[src/rtl/fetch_unit.sv]
// Instruction fetch stage: PC, memory req/ack sequencing and a small word buffer that feeds
// the instruction register. Define FETCH_PREFETCH_EN for a 2-entry buffer (default 1 entry).
module fetch_unit #(
    parameter int unsigned       ADDR_W   = 16,
    parameter int unsigned       DATA_W   = 16,
    parameter logic [ADDR_W-1:0] RESET_PC = '0
) (
    input  logic              clk,
    input  logic              rst,
    output logic              mem_req,
    output logic [ADDR_W-1:0] mem_addr,
    input  logic              mem_ack,
    input  logic [DATA_W-1:0] mem_rdata,
    input  logic              ir_ready,
    output logic              ir_load,
    output logic [DATA_W-1:0] ir_data,
    output logic [ADDR_W-1:0] ir_pc,
    input  logic              redirect,
    input  logic [ADDR_W-1:0] redirect_pc,
    input  logic              halt
);

`ifdef FETCH_PREFETCH_EN
    localparam logic [1:0] DEPTH = 2'd2;
`else
    localparam logic [1:0] DEPTH = 2'd1;
`endif
    localparam logic [ADDR_W-1:0] PC_ONE = 1;

    typedef enum logic {StIdle, StReq} state_e;

    state_e              state_q, state_d;
    logic [ADDR_W-1:0]   pc_q, pc_d;
    logic [ADDR_W-1:0]   addr_q;
    logic                drop_q, drop_d;
    logic [1:0]          count_q, count_d;
    logic [DATA_W-1:0]   word0_q;
    logic [ADDR_W-1:0]   pc0_q;
`ifdef FETCH_PREFETCH_EN
    logic [DATA_W-1:0]   word1_q;
    logic [ADDR_W-1:0]   pc1_q;
`endif
    logic                push, pop, issue;

    assign mem_req  = (state_q == StReq);
    assign mem_addr = addr_q;
    assign ir_load  = (count_q != 2'd0) && ir_ready && !redirect;
    assign ir_data  = word0_q;
    assign ir_pc    = pc0_q;
    assign pop      = ir_load;
    // Acks of a flushed request, or acks landing on a redirect, never reach the buffer.
    assign push     = mem_req && mem_ack && !drop_q && !redirect;

    always_comb begin
        count_d = count_q;
        if (redirect) begin
            count_d = 2'd0;
        end else begin
            count_d = count_q + {1'b0, push} - {1'b0, pop};
        end
    end

    // A new request may start only if a slot is free after this edge's push/pop.
    assign issue = !halt && !redirect && (count_d < DEPTH);

    always_comb begin
        state_d = state_q;
        drop_d  = drop_q;
        pc_d    = pc_q;
        unique case (state_q)
            StIdle: begin
                if (issue) state_d = StReq;
            end
            StReq: begin
                if (mem_ack) begin
                    drop_d  = 1'b0;
                    state_d = issue ? StReq : StIdle;
                end else if (redirect) begin
                    drop_d = 1'b1;
                end
            end
            default: state_d = StIdle;
        endcase
        if (redirect) begin
            pc_d = redirect_pc;
        end else if (push) begin
            pc_d = pc_q + PC_ONE;
        end
    end

    always_ff @(posedge clk) begin
        if (rst) begin
            state_q <= StIdle;
            pc_q    <= RESET_PC;
            addr_q  <= RESET_PC;
            drop_q  <= 1'b0;
            count_q <= 2'd0;
            word0_q <= '0;
            pc0_q   <= '0;
`ifdef FETCH_PREFETCH_EN
            word1_q <= '0;
            pc1_q   <= '0;
`endif
        end else begin
            state_q <= state_d;
            pc_q    <= pc_d;
            drop_q  <= drop_d;
            count_q <= count_d;
            // The address is frozen while a request waits for its ack.
            if (state_q != StReq || mem_ack) begin
                addr_q <= pc_d;
            end
`ifdef FETCH_PREFETCH_EN
            if (pop) begin
                word0_q <= word1_q;
                pc0_q   <= pc1_q;
            end
            if (push) begin
                if (count_q == 2'd0 || pop) begin
                    word0_q <= mem_rdata;
                    pc0_q   <= addr_q;
                end else begin
                    word1_q <= mem_rdata;
                    pc1_q   <= addr_q;
                end
            end
`else
            if (push) begin
                word0_q <= mem_rdata;
                pc0_q   <= addr_q;
            end
`endif
        end
    end

endmodule

[config.mk]
export PLATFORM = sky130hd
export DESIGN_NAME = fetch_unit
export DESIGN_NICKNAME = d
export VERILOG_FILES = /design/src/rtl/fetch_unit.sv
export SDC_FILE = /design/constraint.sdc
export NUM_CORES = 1
export LEC_CHECK = 0
export ABC_AREA = 1
export CAP_MARGIN = 10
export CORE_MARGIN = 1
export CORE_UTILIZATION = 43
export DETAILED_ROUTE_END_ITERATION = 10
export PLACE_DENSITY_LB_ADDON = 0.3
export SKIP_LAST_GASP = 1
export SYNTH_ARGS = -nofsm -noshare
export SYNTH_HDL_FRONTEND = slang
export SYNTH_SLANG_ARGS = --single-unit
[constraint.sdc]
create_clock -name clk -period 6 [get_ports clk]
set_input_delay 1.2 -clock clk [delete_from_list [all_inputs] [get_ports clk]]
set_output_delay 1.2 -clock clk [all_outputs]
set_load 0.02 [all_outputs]
==> impl_metrics.tcl <==
set metrics [dict create \
    fmax_mhz 263 \
    ios 88 \
    synth_area_um2 3020 \
    grt_max_degree 49 \
    h-tree-depth 3 \
    synthArstFlopShare 0 \
    drv_cap 0 \
    avgSynthCellArea_um2 7.24 \
    dp_hpwl_um 4980 \
    power_density_nw_per_um2 251 \
    yosys_most_used_dff "dfxtp_1" \
    r2r_slack_ns 3.92 \
    skew_ns 0.00767 \
    syn_inst 417 \
    arrival_ns 2.61 \
    ff2ff_path_depth 11 \
    rows 30 \
    syn-num-nets 458 \
    top_usage_layer "met2" \
    area_growth_pct 37.6 \
    place_congestion 0.817 \
    core_um2 6790 \
    setup_violations 0 \
    ir_drop_mv 0.163 \
    crit_type "primary input to output pin" \
    grt_util_met1 0.239 \
    die_area_um2 7360 \
    synth_cell_types 30 \
    p_leak_nw 1.78 \
    r2r_end "mem_req$_SDFF_PP0_" \
    cts_resized 0 \
    routed_wl_um 7350 \
    antenna_found_initial 0 \
    fin_crit_sh 0.634 \
    first_global_vias 2720 \
    antenna_left 0 \
    crit_required_ns 4.80 \
    tightest_slew_ns 0.946 \
    route.detailed.drc 0 \
    clk_latency_ns 0.34 \
    fin_nets 537 \
    tns_ns 0 \
    final_util 0.611 \
    cp-end-kind "output pin" \
    die_width_um 85.8 \
    clk_pin_slew_ns 0.07 \
    track_usage 0.211 \
    min_path_type "flop to flop" \
    startpoint "redirect" \
    postCtsHoldBufs 0 \
    reg2reg_from "mem_req$_SDFF_PP0_" \
    use_met3 0.0577 \
    vias 2891 \
    n_antenna_cell 0 \
    finalHoldViolations 0 \
    grt_overflow_total 0 \
    port_buffers 87 \
    detail_route.iter0.violations 154 \
    numCtsBuffers 9 \
    grt_pass1_wl_um 12100 \
    initial_core_util 0.444 \
    status "finished, final reports clean" \
    maxSlewHeadroom 0.369 \
    grt_setup_unrepaired "false" \
    worst-path-max-fanout 22 \
    ys_seq_area_frac 0.451 \
    post_cts_buffers 0 \
    drv_slew 0 \
    synth.ff_latch_count 68 \
    drt-vias-per-instance 4.84 \
    crit_path_start_kind "primary input" \
    ys_warn_count 0 \
    cts_tree "built" \
    cts_max_path_buffers 2 \
    drt-pass1-iter-count 5 \
    root_buffer "clkbuf_8" \
    met2_usage 0.380 \
    dieHeight_um 85.8 \
    synth_edf_count 0 \
    wl_per_cell_um 12.3 \
    min_period_ns 3.81 \
    crit_end "ir_load" \
    clock_sinks 68 \
    layout-drive-gt1-share 0.0739 \
]
state kept, by name, summed over array words and instances (netlist names):
register / cells
ir_data: 16
ir_pc: 16
mem_addr: 16
pc_q: 16
count_q: 2
drop_q: 1
mem_req: 1
cell type report:
cell class                      instances  area [um2]
Inverter                               48         185
Sequential cell                        68        1360
Tap cell                               96         120
Clock inverter                          6        88.8
Timing Repair Buffer                   89         906
Clock buffer                           10         128
Multi-Input combinational cell        280        1370
Fill cell                             654        2640
how the worst min path moves through the flow:
stage | slack (ns) | depth (start not counted) | endpoint | start
final | 0.48 | 2 | ir_pc[11]$_SDFFE_PP0N_ | ir_pc[11]$_SDFFE_PP0N_
after global placement | 0.46 | 2 | ir_data[8]$_SDFFE_PP0N_ | ir_data[8]$_SDFFE_PP0N_
after detailed placement | 0.47 | 2 | ir_data[8]$_SDFFE_PP0N_ | ir_data[8]$_SDFFE_PP0N_
after floorplan | 0.50 | 2 | drop_q$_SDFFE_PP0P_ | drop_q$_SDFFE_PP0P_
after CTS | 0.49 | 2 | ir_pc[11]$_SDFFE_PP0N_ | ir_pc[11]$_SDFFE_PP0N_
after global routing | 0.51 | 2 | ir_pc[11]$_SDFFE_PP0N_ | ir_pc[11]$_SDFFE_PP0N_
cells in the mapped netlist, drive strengths merged, types with 4 or more instances:
master,number,area share
a21oi,17,0.028
buf,12,0.024
clkbuf,9,0.011
dfxtp,68,0.45
inv,47,0.058
nand2,62,0.085
nand3,42,0.073
nand4,5,0.010
nor2,86,0.12
nor3,4,0.0066
o21ai,43,0.071
o21bai,5,0.012
or2,7,0.015
worst max-delay path, stage by stage:
cell	delay, ns
clkdlybuf4s50_1	0.39
buf_4	0.21
nor2_1	0.17
clkdlybuf4s50_1	0.63
per-stage QoR:
stage	hold WS, ns	instance area (um2)	setup WS [ns]	total power [W]	cells
after global placement	0.463	3910	2.19	0.000635	580
after global routing	0.510	4150	2.13	0.00108	597
final	0.482	4150	2.19	0.00104	597
after floorplan	0.505	3020	2.94	0.000571	417
after detailed placement	0.470	3910	2.20	0.000638	580
after CTS	0.487	4130	2.18	0.00105	596
cells by family after synthesis:
group	after synthesis	share of synthesized area
simple gates	206	0.312
compound gates	69	0.122
buf+inv	69	0.0970
flops	68	0.451
fa+ha+maj	3	0.0124
xor+xnor	2	0.00580
power by group:
group	switching [W]	internal (W)	total (W)
Combinational	0.0000731	0.0000688	0.000142
Clock	0.000179	0.000234	0.000413
Sequential	0.0000151	0.000472	0.000487
Total	0.000267	0.000775	0.00104
layer usage:
metal	wire (um)	vias up
li1	-	1494
met1	3110	1305
met2	3740	83
met3	390	9
met4	105	0
met5	0	-
cell usage in the layout (no fill, tap or decap), types with 2 or more instances in the layout:
master            n
a21oi_1          17
bufinv_16         2
clkbuf_8          9
clkdlybuf4s50_1  87
clkinv_4          2
clkinvlp_4        2
dfxtp_1          68
ha_1              3
inv_1            46
nand2_1          58
nand2_4           3
nand3_1          40
nand3_2           2
nand4_1           5
nor2_1           81
nor2_2            2
nor2_8            2
nor3_1            4
o211ai_1          3
o21ai_0          42
o21bai_1          5
or2_2             7
Note: power is estimated with default switching activity, not from simulation.
